### src/rtl/rsp_encode.sv
// rsp_encode: frames {page,status}, length and payload bytes into the TX FIFO.
// Define RSP_CHKSUM_EN to append an XOR checksum byte to every completed frame.
module rsp_encode #(
    parameter int MAX_LEN     = 64,
    parameter int TIMEOUT_CYC = 1024
) (
    input  logic       clk,
    input  logic       rst_n,
    input  logic       rsp_req,
    input  logic [3:0] rsp_page,
    input  logic [3:0] rsp_status,
    input  logic [7:0] rsp_len,
    output logic       rsp_busy,
    input  logic [7:0] pld_data,
    input  logic       pld_valid,
    output logic       pld_ready,
    input  logic       tx_full,
    output logic       tx_wr,
    output logic [7:0] tx_data,
    output logic       rsp_done,
    output logic       rsp_err
);
    localparam logic [2:0] IDLE = 3'd0;
    localparam logic [2:0] HDR  = 3'd1;
    localparam logic [2:0] LEN  = 3'd2;
    localparam logic [2:0] PLD  = 3'd3;
    localparam logic [2:0] DONE = 3'd5;
`ifdef RSP_CHKSUM_EN
    localparam logic [2:0] CHK  = 3'd4;
    localparam logic [2:0] TAIL = CHK;
`else
    localparam logic [2:0] TAIL = DONE;
`endif
    localparam int TW = $clog2(TIMEOUT_CYC + 1);
    localparam logic [7:0] MAX_L = 8'(MAX_LEN);
    localparam logic [TW-1:0] TO_LAST = TW'(TIMEOUT_CYC - 1);

    logic [2:0]    state;
    logic [7:0]    hdr, len, cnt;
    logic [TW-1:0] tcnt;
    logic          page_ok, xfer;
`ifdef RSP_CHKSUM_EN
    logic [7:0]    chk;
`endif

    assign page_ok   = rsp_page inside {4'd1, 4'd3, 4'd4, 4'd5, 4'd7};
    assign pld_ready = (state == PLD) && !tx_full;
    assign xfer      = pld_ready && pld_valid;

    always_ff @(posedge clk or negedge rst_n) begin
        if (!rst_n) begin
            state    <= IDLE;
            hdr      <= '0;
            len      <= '0;
            cnt      <= '0;
            tcnt     <= '0;
            rsp_busy <= 1'b0;
            tx_wr    <= 1'b0;
            tx_data  <= '0;
            rsp_done <= 1'b0;
            rsp_err  <= 1'b0;
`ifdef RSP_CHKSUM_EN
            chk      <= '0;
`endif
        end else begin
            tx_wr    <= 1'b0;
            rsp_done <= 1'b0;
            rsp_err  <= 1'b0;
            case (state)
                IDLE: if (rsp_req) begin
                    if (page_ok && rsp_len <= MAX_L) begin
                        hdr      <= {rsp_page, rsp_status};
                        len      <= rsp_len;
                        cnt      <= rsp_len;
                        rsp_busy <= 1'b1;
                        state    <= HDR;
                    end else begin
                        rsp_err  <= 1'b1;
                    end
                end
                HDR: if (!tx_full) begin
                    tx_wr   <= 1'b1;
                    tx_data <= hdr;
`ifdef RSP_CHKSUM_EN
                    chk     <= hdr;
`endif
                    state   <= LEN;
                end
                LEN: if (!tx_full) begin
                    tx_wr   <= 1'b1;
                    tx_data <= len;
`ifdef RSP_CHKSUM_EN
                    chk     <= chk ^ len;
`endif
                    tcnt    <= '0;
                    state   <= (len == 8'd0) ? TAIL : PLD;
                end
                PLD: if (xfer) begin
                    tx_wr   <= 1'b1;
                    tx_data <= pld_data;
`ifdef RSP_CHKSUM_EN
                    chk     <= chk ^ pld_data;
`endif
                    cnt     <= cnt - 8'd1;
                    tcnt    <= '0;
                    state   <= (cnt == 8'd1) ? TAIL : PLD;
                end else if (!pld_valid) begin
                    // a silent source abandons the frame without a checksum
                    if (tcnt == TO_LAST) begin
                        rsp_err  <= 1'b1;
                        rsp_busy <= 1'b0;
                        tcnt     <= '0;
                        state    <= IDLE;
                    end else begin
                        tcnt     <= tcnt + TW'(1);
                    end
                end
`ifdef RSP_CHKSUM_EN
                CHK: if (!tx_full) begin
                    tx_wr   <= 1'b1;
                    tx_data <= chk;
                    state   <= DONE;
                end
`endif
                DONE: begin
                    rsp_done <= 1'b1;
                    rsp_busy <= 1'b0;
                    state    <= IDLE;
                end
                default: state <= IDLE;
            endcase
        end
    end
endmodule
### config.mk
export PLATFORM = sky130hd
export DESIGN_NAME = rsp_encode
export DESIGN_NICKNAME = d
export VERILOG_FILES = /design/src/rtl/rsp_encode.sv
export SDC_FILE = /design/constraint.sdc
export NUM_CORES = 1
export LEC_CHECK = 0
export ABC_AREA = 1
export CAP_MARGIN = 30
export CELL_PAD_IN_SITES_DETAIL_PLACEMENT = 2
export CELL_PAD_IN_SITES_GLOBAL_PLACEMENT = 2
export CORE_MARGIN = 2
export CORE_UTILIZATION = 33
export CTS_CLUSTER_SIZE = 30
export DETAILED_ROUTE_END_ITERATION = 10
export GPL_TIMING_DRIVEN = 0
export PLACE_DENSITY_LB_ADDON = 0.1
export SLEW_MARGIN = 20
export SYNTH_ARGS = -nofsm -noshare
export SYNTH_HDL_FRONTEND = slang
export SYNTH_SLANG_ARGS = --single-unit
### constraint.sdc
create_clock -name clk -period 3.07 [get_ports clk]
set_clock_uncertainty 0.2 [all_clocks]
set_input_delay 0.921 -clock clk [delete_from_list [all_inputs] [get_ports clk]]
set_output_delay 0.921 -clock clk [all_outputs]
set_load 0.01 [all_outputs]
Word-level counts from Yosys, hierarchy flattened
Index checks and enable logic that the tools add are counted.

operators by class
  magnitude comparators = 1
  reduce and logical (&&, ||, !) cells = 18
  mux-type cells = 39
  equal/unequal tests = 21
  add/sub/neg operators = 2

operators with widths
  kind                   count
  $mux 8                 6
  $mux 11                4
  $mux 3                 9
  $pmux 8 s3             1
  $pmux 11 s2            1
  $pmux 8 s2             1
  $ne 2x2->1 const B     7
  $mux 1                 13
  $eq 4x3->1 const B     3
  $pmux 3 s4             1
  $reduce_and 6->1       2
  $add 11x1->11 const B  1
  $eq 11x10->1 const B   1
  $eq 8x1->1 const B     1
  $le 8x7->1 const B     1
  $logic_not 8->1        1
  $reduce_and 4->1       2
  $sub 8x1->8 const B    1
  $eq 3x2->1 const B     2
  $reduce_and 3->1       2
  $reduce_bool 3->1      2
  $reduce_bool 5->1      1
  $eq 4x1->1 const B     1
  $eq 4x2->1 const B     1
  12 further kinds       16

storage, ports and cells
  register bits = 50
  word-level logic and storage cells = 91

Longest topological paths before layout
  depth after elaboration = 6
  gate-level depth with buffers = 10

Worst setup path after synthesis
OpenSTA, ideal clock, no wires.

  kind = input port to output port
  start point = input tx_full
  end point = output pld_ready
  data arrival time = 1.120 ns
  path buffers = 0
  path slack = 0.829 ns
  stages = 1
  cell sequence = nor2_1

on the way
  cells in the longest elaborated chain, start to end = 2

RTL lines
  item               line  text
  start, declared    17    input logic tx_full,
  $logic_not 1->1    --
  $logic_and 1x1->1  47    assign pld_ready = (state == PLD) && !tx_full;
  end, declared      16    output logic pld_ready,

Every way passes these cells.

Worst setup path after layout
Same ends and word-level chain as after synthesis.

==> impl_metrics.env <==
export IMPL_hold_slack_ns=0.278
export IMPL_viasPerCell=4.97
export IMPL_finalCriticalPeriod_ns=2.68
export IMPL_min_from="hdr[7]"
export IMPL_place_area_um2=3210
export IMPL_design_area_um2=3310
export IMPL_h_tree_depth=2
export IMPL_cts_made_buffers=5
export IMPL_r2r_start="tcnt[0]"
export IMPL_startpoint_type="input pin"
export IMPL_clock_latency_ns=0.31
export IMPL_numClockSinks=50
export IMPL_tightest_slew_ns=0.666
export IMPL_worst_slack_ns=0.394
export IMPL_power_mw=2.77
export IMPL_async_flop_share_pct=100
export IMPL_die_y_um=94.0
export IMPL_start_util_pct=34.4
export IMPL_hold_path_class="reg -> reg"
export IMPL_crit_buf_inv=2
export IMPL_slew_headroom_pct=55.6
export IMPL_antenna_cells=0
export IMPL_firstDrtPassIters=4
export IMPL_synth_area_um2=2670
export IMPL_wl_per_cell_um=15.7
export IMPL_path_cells="dlygate4sd2_1 > nor2_2 > dlymetal6s2s_1"
export IMPL_peakVddDrop_v=0.000256
export IMPL_end_kind="output pin"
export IMPL_finalCritPeriodShare_pct=87.2
export IMPL_wl_um=8040
export IMPL_power_leakage_nw=1.64
export IMPL_yosys_warnings=0
export IMPL_ys_seq_area_share_pct=46.9
export IMPL_place_inst=503
export IMPL_pre_cts_ws_ns=-0.249
export IMPL_critical_path_class="in -> out"
export IMPL_p_per_area_nw_per_um2=838
export IMPL_report_final_slew_viol_count=0
export IMPL_grt_overflow_total=0
export IMPL_cp_arrival_ns=1.55
export IMPL_path_clk_slew_ns=0.10
export IMPL_antenna_found_initial=0
export IMPL_synth_ff_type="dfrtp_1"
export IMPL_final_hold_viol_count=0
export IMPL_cts_tree="yes"
export IMPL_coreArea_um2=7770
export IMPL_critical_path_required_ns=1.95
export IMPL_synth_nets=392
export IMPL_finalNonFillerCells=511
export IMPL_critical_path_top_delay_family="buffers and inverters"
export IMPL_root_buffer="clkbuf_8"
export IMPL_cp_max_fo=4
export IMPL_syn_area_per_cell_um2=7.42
export IMPL_synth_cell_type_count=29
export IMPL_place_congestion=0.745
export IMPL_syn_inst=360
export IMPL_via_count=2539
export IMPL_final_antenna_net_count=0
export IMPL_cp_startpoint="tx_full"
export IMPL_clockBufferDepth=2
export IMPL_post_cts_buffers=0
export IMPL_tns_ns=0
export IMPL_die_width_um=94.0
export IMPL_outcome="completed"
export IMPL_max_stage_delay_ns=0.31
export IMPL_drive_above_1_share_pct=6.60
export IMPL_route_detailed_drc=0
export IMPL_syn_to_final_growth_pct=23.9
export IMPL_synth_edf_count=0
export IMPL_setup_viol_count_final=0
export IMPL_grtUsageTotal_pct=20.2
export IMPL_final_nets=440
export IMPL_die_area_um2=8830
export IMPL_fmax_mhz=374
export IMPL_cp_slowest_cell="dlygate4sd2_1"
export IMPL_dpl_hpwl_um=6360
export IMPL_rsz0062_at_grt="no"
export IMPL_drt_initial_drc_count=37
export IMPL_grt_max_degree=51
export IMPL_io_pins=42
export IMPL_max_cap_violations=0
export IMPL_portBuffers=41
export IMPL_row_count=32
export IMPL_grt_pass1_wl_um=14000
export IMPL_ys_seq_elements=50
export IMPL_utilization_pct=42.6
export IMPL_cts_hold_buf=0
export IMPL_grt_pass1_vias=2684
[state kept, by name, indices dropped and copies added (netlist names)]
| register | cells |
|---|---|
| cnt | 8 |
| hdr | 8 |
| len | 8 |
| rsp_busy | 1 |
| rsp_done | 1 |
| rsp_err | 1 |
| state | 3 |
| tcnt | 11 |
| tx_data | 8 |
| tx_wr | 1 |
[per-layer routing]
metal  track usage, %  routed length (µm)  up-vias  share of wire [%]
met5                0                   0        -                  0
li1                 -                   -     1241                  -
met1             28.3                3990     1256                 50
met4             3.99                  63        0               0.78
met2             33.6                3810       35                 47
met3             2.89                 175        7                2.2
[repair_timing]
action | CTS | global route
resized for setup | 2 | 1
endpoints found under the setup margin | 1 | 1
cloned | 0 | 0
[logic make-up (layout without fill, tap and decap cells)]
family	after synthesis	after routing	synth area share [%]
AND/OR/NAND/NOR	191	191	30.0
AO/OA/AOI/OAI	58	58	12.1
flip-flops	50	50	46.9
XOR/XNOR	5	5	1.64
adder cells (fa/ha/maj)	3	3	1.41
buffers and inverters	53	102	8.01
[final timing paths]
| path | to | slack (ns) | cells past startpoint |
|---|---|---|---|
| max | pld_ready | 0.39 | 3 |
| min | hdr[7] | 0.28 | 2 |
| max reg2reg | tcnt[9] | 1.01 | 10 |
| min reg2reg | hdr[7] | 0.28 | 2 |
| max in group asynchronous | cnt[2] | 1.79 | 1 |
| min in group asynchronous | tx_data[2] | 0.43 | 1 |
[cell usage after synthesis, types with 2 or more instances]
library cell	n	area, µm²
nand2_1	108	405
dfrtp_1	50	1250
inv_1	43	161
nor2_1	39	146
o21ai_0	31	155
nand3_1	25	125
a21oi_1	20	100
nand4_1	5	31.3
xor2_1	4	35.0
buf_2	3	15.0
ha_1	3	37.5
inv_2	3	11.3
nor3_1	3	15.0
a22oi_1	2	15.0
and3_1	2	12.5
clkbuf_1	2	7.51
nand2_2	2	12.5
nor2_2	2	12.5
o21a_1	2	15.0
or2_0	2	12.5
[area by class of cell]
type,instances,area [µm²]
Timing Repair Buffer,41,409
Tap cell,102,128
Sequential cell,50,1250
Clock buffer,6,82.6
Clock inverter,2,17.5
Inverter,46,173
Fill cell,944,4460
Buffer,7,41.3
Multi-Input combinational cell,257,1210
[placed cells by master (no fill, tap or decap), types with 4 or more instances in the layout]
cell / instances
nand2_1: 108
inv_1: 43
dfrtp_1: 50
nand4_1: 5
clkdlybuf4s50_1: 38
a21oi_1: 20
o21ai_0: 31
nand3_1: 25
nor2_1: 38
xor2_1: 4
clkbuf_8: 6
[where the power goes]
group	switching [mW]	total (mW)	internal (mW)
clock network	0.238	0.424	0.186
registers	0.188	1.07	0.879
logic	0.788	1.28	0.495
total	1.21	2.77	1.56
[worst reg2reg max path: cells and delay by family (launching register included)]
family	cells	cell delay (ns)
AND/OR/NAND/NOR	6	0.87
buffers and inverters	3	0.27
flip-flops	1	0.40
adder cells (fa/ha/maj)	1	0.21
(Power assumes the default switching activity.)
